--- src/rtl/vga_pkg.sv ---
// Shared 800x600@60 (40 MHz) timing constants and the output-stage state type.
package vga_pkg;

  localparam int H_SYNC_W   = 128;
  localparam int H_BACK     = 88;
  localparam int H_ACTIVE   = 800;
  localparam int H_FRONT    = 40;
  localparam int H_TOTAL    = H_SYNC_W + H_BACK + H_ACTIVE + H_FRONT;

  localparam int V_SYNC_W   = 4;
  localparam int V_BACK     = 23;
  localparam int V_ACTIVE   = 600;
  localparam int V_FRONT    = 1;
  localparam int V_TOTAL    = V_SYNC_W + V_BACK + V_ACTIVE + V_FRONT;

  // Counters from vga_sync put the first visible pixel one past sync + back porch.
  localparam int H_ACT_START_DEF = H_SYNC_W + H_BACK + 1;
  localparam int H_ACT_END_DEF   = H_ACT_START_DEF + H_ACTIVE - 1;
  localparam int V_ACT_START_DEF = V_SYNC_W + V_BACK + 1;
  localparam int V_ACT_END_DEF   = V_ACT_START_DEF + V_ACTIVE - 1;

  localparam int BAR_W_DEF = H_ACTIVE / 8;

  typedef enum logic {
    S_WAIT = 1'b0,
    S_RUN  = 1'b1
  } state_t;

endpackage

--- src/rtl/vga_delay_line.sv ---
// Reset-valued shift register of DEPTH stages, WIDTH bits each; dout is the oldest stage.
module vga_delay_line #(
  parameter int               WIDTH   = 24,
  parameter int               DEPTH   = 2,
  parameter logic [WIDTH-1:0] RST_VAL = '0
) (
  input  logic             clk,
  input  logic             rst,
  input  logic [WIDTH-1:0] din,
  output logic [WIDTH-1:0] dout
);

  localparam int TW = WIDTH * DEPTH;

  logic [TW-1:0] taps_q;
  logic [TW-1:0] taps_d;

  always_comb begin
    taps_d            = taps_q << WIDTH;
    taps_d[WIDTH-1:0] = din;
  end

  always_ff @(posedge clk or posedge rst) begin
    if (rst) begin
      taps_q <= {DEPTH{RST_VAL}};
    end else begin
      taps_q <= taps_d;
    end
  end

  assign dout = taps_q[TW-1 -: WIDTH];

endmodule

--- src/rtl/vga_out_stage.sv ---
// VGA pad stage: realigns syncs with the pixel pipeline, blanks rgb, starts/stops on frame edges.
// Define VGA_TEST_PATTERN_EN to add pattern_sel and an 8-bar colour generator that replaces rgb_in.
module vga_out_stage
  import vga_pkg::*;
#(
  parameter int DELAY_N     = 2,
  parameter int H_ACT_START = H_ACT_START_DEF,
  parameter int H_ACT_END   = H_ACT_END_DEF,
  parameter int V_ACT_START = V_ACT_START_DEF,
`ifdef VGA_TEST_PATTERN_EN
  parameter int BAR_W       = BAR_W_DEF,
`endif
  parameter int V_ACT_END   = V_ACT_END_DEF
) (
  input  logic        clk,
  input  logic        rst,
  input  logic        en,
  input  logic        hsync_in,
  input  logic        vsync_in,
  input  logic [10:0] c1,
  input  logic [10:0] c2,
  input  logic [2:0]  rgb_in,
`ifdef VGA_TEST_PATTERN_EN
  input  logic        pattern_sel,
`endif
  output logic        vga_hsync,
  output logic        vga_vsync,
  output logic [2:0]  vga_rgb,
  output logic        vga_de,
  output logic        locked,
  output logic [15:0] frame_cnt
);

  localparam logic [10:0] HA_S = 11'(H_ACT_START);
  localparam logic [10:0] HA_E = 11'(H_ACT_END);
  localparam logic [10:0] VA_S = 11'(V_ACT_START);
  localparam logic [10:0] VA_E = 11'(V_ACT_END);

  logic [23:0] dly_out;
  logic        hs_d, vs_d;
  logic [10:0] c1_d, c2_d;

  vga_delay_line #(
    .WIDTH  (24),
    .DEPTH  (DELAY_N),
    .RST_VAL({1'b1, 1'b1, 22'd0})
  ) u_delay (
    .clk (clk),
    .rst (rst),
    .din ({hsync_in, vsync_in, c1, c2}),
    .dout(dly_out)
  );

  assign {hs_d, vs_d, c1_d, c2_d} = dly_out;

  state_t      state_q, state_d;
  logic        vs_prev_q, vs_prev_d;
  logic [15:0] frame_cnt_q, frame_cnt_d;
  logic        hs_out_q, hs_out_d;
  logic        vs_out_q, vs_out_d;
  logic        de_q, de_d;
  logic [2:0]  rgb_q, rgb_d;
  logic        fe, act;
  logic [2:0]  pix;

`ifdef VGA_TEST_PATTERN_EN
  localparam logic [10:0] HA_PRE   = 11'(H_ACT_START - 1);
  localparam logic [10:0] BAR_LAST = 11'(BAR_W - 1);

  logic [2:0]  bar_q, bar_d;
  logic [10:0] px_q, px_d;

  // bar_q holds k/BAR_W for the pixel currently at c1_d (pixels before it are counted).
  always_comb begin
    bar_d = bar_q;
    px_d  = px_q;
    if (c1_d == HA_PRE) begin
      bar_d = 3'd0;
      px_d  = 11'd0;
    end else if (act) begin
      if (px_q == BAR_LAST) begin
        px_d  = 11'd0;
        bar_d = bar_q + 3'd1;
      end else begin
        px_d = px_q + 11'd1;
      end
    end
  end

  always_ff @(posedge clk or posedge rst) begin
    if (rst) begin
      bar_q <= 3'd0;
      px_q  <= 11'd0;
    end else begin
      bar_q <= bar_d;
      px_q  <= px_d;
    end
  end
`endif

  always_comb begin
    act       = (c1_d >= HA_S) && (c1_d <= HA_E) && (c2_d >= VA_S) && (c2_d <= VA_E);
    fe        = vs_prev_q & ~vs_d;
    vs_prev_d = vs_d;

    state_d = state_q;
    case (state_q)
      S_WAIT:  if (fe && en)  state_d = S_RUN;
      S_RUN:   if (fe && !en) state_d = S_WAIT;
      default: state_d = S_WAIT;
    endcase

    frame_cnt_d = frame_cnt_q;
    if (fe && (state_q == S_RUN || state_d == S_RUN)) begin
      frame_cnt_d = frame_cnt_q + 16'd1;
    end

    pix = act ? rgb_in : 3'd0;
`ifdef VGA_TEST_PATTERN_EN
    if (pattern_sel && act) pix = bar_q;
`endif

    // Pads follow the next state so entry and exit both land exactly on the frame edge.
    hs_out_d = 1'b1;
    vs_out_d = 1'b1;
    rgb_d    = 3'd0;
    de_d     = 1'b0;
    if (state_d == S_RUN) begin
      hs_out_d = hs_d;
      vs_out_d = vs_d;
      rgb_d    = pix;
      de_d     = act;
    end
  end

  always_ff @(posedge clk or posedge rst) begin
    if (rst) begin
      state_q     <= S_WAIT;
      vs_prev_q   <= 1'b1;
      frame_cnt_q <= 16'd0;
      hs_out_q    <= 1'b1;
      vs_out_q    <= 1'b1;
      rgb_q       <= 3'd0;
      de_q        <= 1'b0;
    end else begin
      state_q     <= state_d;
      vs_prev_q   <= vs_prev_d;
      frame_cnt_q <= frame_cnt_d;
      hs_out_q    <= hs_out_d;
      vs_out_q    <= vs_out_d;
      rgb_q       <= rgb_d;
      de_q        <= de_d;
    end
  end

  assign vga_hsync = hs_out_q;
  assign vga_vsync = vs_out_q;
  assign vga_rgb   = rgb_q;
  assign vga_de    = de_q;
  assign locked    = (state_q == S_RUN);
  assign frame_cnt = frame_cnt_q;

endmodule

--- config.mk ---
export PLATFORM = sky130hd
export DESIGN_NAME = vga_out_stage
export DESIGN_NICKNAME = d
export VERILOG_FILES = /design/src/rtl/vga_pkg.sv /design/src/rtl/vga_delay_line.sv /design/src/rtl/vga_out_stage.sv
export SDC_FILE = /design/constraint.sdc
export NUM_CORES = 1
export LEC_CHECK = 0
export BUFFER_PORTS_ARGS = -buffer_cell sky130_fd_sc_hd__buf_2
export CAP_MARGIN = 25
export CORE_MARGIN = 2
export CORE_UTILIZATION = 51
export DETAILED_ROUTE_END_ITERATION = 8
export HOLD_SLACK_MARGIN = 0.02
export PLACE_DENSITY_LB_ADDON = 0.12
export SYNTH_ARGS = -nofsm -noshare
export SYNTH_HDL_FRONTEND = slang
export SYNTH_SLANG_ARGS = --single-unit
--- constraint.sdc ---
create_clock -name clk -period 2.31 [get_ports clk]
set_input_delay 0.1155 -clock clk [delete_from_list [all_inputs] [get_ports clk]]
set_output_delay 0.1155 -clock clk [all_outputs]
set_load 0.02 [all_outputs]
==> impl_metrics.json <==
{
  "r2r_start": "frame_cnt[0]$_DFFE_PP0P_",
  "fin_util": 0.736,
  "cts_resized": 0,
  "design_area_um2": 3010,
  "fin_cells": 283,
  "netlist_area_um2": 2200,
  "synth-edff-count": 0,
  "ys_async_sr_fraction": 1.00,
  "htreeDepth": 3,
  "cts.sinks": 68,
  "rrSetupSlack_ns": 0.89,
  "yosysUniqueCellTypes": 25,
  "final_common_cell": "dfrtp_1",
  "track_usage": 0.174,
  "cts_buffer_depth": 2,
  "max_freq_ghz": 0.705,
  "synthCells": 140,
  "rr_worst_depth": 5,
  "rows": 23,
  "hold_viol": 0,
  "overflow": 0,
  "syn2layout_area_growth_pct": 36.7,
  "placedCellCount": 241,
  "powerDensity_nw_per_um2": 907,
  "p_leak_nw": 1.43,
  "start_util": 0.538,
  "maxSlewViolCount": 0,
  "maxCapViolations": 0,
  "fin_skew_ns": 0.00635,
  "drc_errors": 0,
  "avgViaCountPerCell": 4.87,
  "wirelength_um": 3550,
  "cp-start-kind": "register",
  "setup_viol": 0,
  "rsz0062_at_grt": "no",
  "avgSynthCellArea_um2": 15.7,
  "drt-initial-drc-count": 53,
  "vias": 1378,
  "critical_path.startpoint": "frame_cnt[0]$_DFFE_PP0P_",
  "grt_first_pass_wirelength_um": 6390,
  "synth_nets": 171,
  "fin_crit_ns": 1.42,
  "tritoncts": "yes",
  "finalCritPeriodShare": 0.614,
  "fp.dieArea_um2": 4850,
  "tns_ns": 0,
  "worst_slew_margin_rel": 0.567,
  "final_antenna_net_count": 0,
  "end_kind": "register",
  "peakVddDrop_uv": 600,
  "fp.dieW_um": 69.7,
  "critPathRequiredTime_ns": 2.52,
  "drive_above_1_share": 0.361,
  "hp-class": "input pin to register",
  "clock_latency_ns": 0.32,
  "crit_end": "frame_cnt[14]$_DFFE_PP0P_",
  "ios": 53,
  "grt_pass1_vias": 1430,
  "antenna_found_initial": 0,
  "cts_buffers": 9,
  "dp_hpwl_um": 2220,
  "antenna_cells": 0,
  "ys_ff_latch": 68,
  "reg2reg_to": "frame_cnt[14]$_DFFE_PP0P_",
  "gp_congestion": 0.728,
  "dieHeight_um": 69.7,
  "worstSetupPathType": "register to register",
  "final_cell_mix": "dfrtp_1, buf_2, dlygate4sd3_1",
  "port_buffers": 50,
  "path_max_fanout": 5,
  "hold_ws_ns": 0.132,
  "ys_seq_area_frac": 0.778,
  "outcome": "completed",
  "grt_start_max_net_pins": 39,
  "path_clk_slew_ns": 0.07,
  "postPlaceCellArea_um2": 2530,
  "worstMarginPinSlew_ns": 0.648,
  "yosys_warnings": 0,
  "drtPass1Iterations": 5,
  "core-area_um2": 4090,
  "synth_flop_cell": "dfrtp_1",
  "arrival_ns": 1.63,
  "fin_nets": 259,
  "cts_root_buffer": "clkbuf_8",
  "wire_per_inst_um": 12.5
}
[flip-flops by register name, summed over array words and instances (netlist names)]
| name | cells |
|---|---|
| frame_cnt | 16 |
| locked | 1 |
| u_delay.taps_q | 44 |
| vga_de | 1 |
| vga_hsync | 1 |
| vga_rgb | 3 |
| vga_vsync | 1 |
| vs_prev_q | 1 |
[cell usage after synthesis, types with 2 or more instances]
master / n / share of area
dfrtp_1: 61 / 0.69
dfstp_2: 7 / 0.084
inv_1: 2 / 0.0034
mux2_2: 2 / 0.010
nand2_1: 6 / 0.010
nand2b_1: 2 / 0.0057
nand3_1: 13 / 0.030
nand4_1: 8 / 0.023
nor2_1: 7 / 0.012
nor2_2: 2 / 0.0057
nor3_1: 2 / 0.0046
nor3_4: 2 / 0.015
xnor2_1: 12 / 0.048
xor2_1: 3 / 0.012
[cell families (layout without fill, tap and decap cells)]
kind of cell               after synthesis  count (layout)  synth area share
adders and majority gates                1               1           0.00569
muxes                                    2               2            0.0102
buffers and inverters                    2              95           0.00341
xor gates and xnor gates                15              15            0.0597
DFF                                     68              68             0.778
AOI/OAI and AO/OA                        3               3            0.0119
and+or+nand+nor                         49              49             0.131
[metal layers]
layer  share of wire  up-vias  routed length (um)  GRT usage
met1            0.39      665                1380      0.198
li1                -      651                   -          -
met5               0        -                   0          0
met2            0.51       52                1820      0.288
met3           0.065       10                 232     0.0538
met4           0.033        0                 116      0.107
[worst min-delay path by stage]
stage | from | end | slack [ns] | cells past startpoint
finish | en | locked$_DFF_PP0_ | 0.13 | 2
global placement | rst | u_delay.taps_q[31]$_DFF_PP0_ | 0.22 | 2
floorplan | vsync_in | u_delay.taps_q[22]$_DFF_PP1_ | 0.12 | 0
detailed placement | vsync_in | u_delay.taps_q[22]$_DFF_PP1_ | 0.22 | 1
CTS | en | locked$_DFF_PP0_ | 0.12 | 2
global route | en | locked$_DFF_PP0_ | 0.12 | 2
[through the flow]
stage,power [mW],worst slack (ns)
after floorplan,1.57,0.495
after global placement,1.69,0.910
after detailed placement,1.70,0.894
after CTS,2.75,0.876
after global routing,2.87,0.744
final,2.73,0.892
[timing repair]
item | CTS | global route
setup buffers | 0 | 0
hold buffers | 26 | 0
endpoints found under the hold margin | 48 | 0
[critical path: stages (launching register included)]
cell and delay [ns]:
dfrtp_1 0.41, ha_1 0.21, nand4_1 0.15, nor3_4 0.25, nand3_1 0.13, xnor2_1 0.15
[area by class of cell]
cell class | count | area (um^2)
fill | 273 | 1080
clock buffer | 9 | 124
inverter | 2 | 7.51
timing repair buffer | 77 | 531
sequential | 68 | 1710
tap | 50 | 62.6
multi-input combinational | 70 | 482
clock inverter | 7 | 91.3
[power by group]
part / switching (mW) / total [mW] / internal, mW
logic: 0.178 / 0.320 / 0.142
registers: 0.0955 / 1.39 / 1.29
clock network: 0.415 / 1.02 / 0.603
total: 0.688 / 2.73 / 2.04
(Power assumes the default switching activity.)
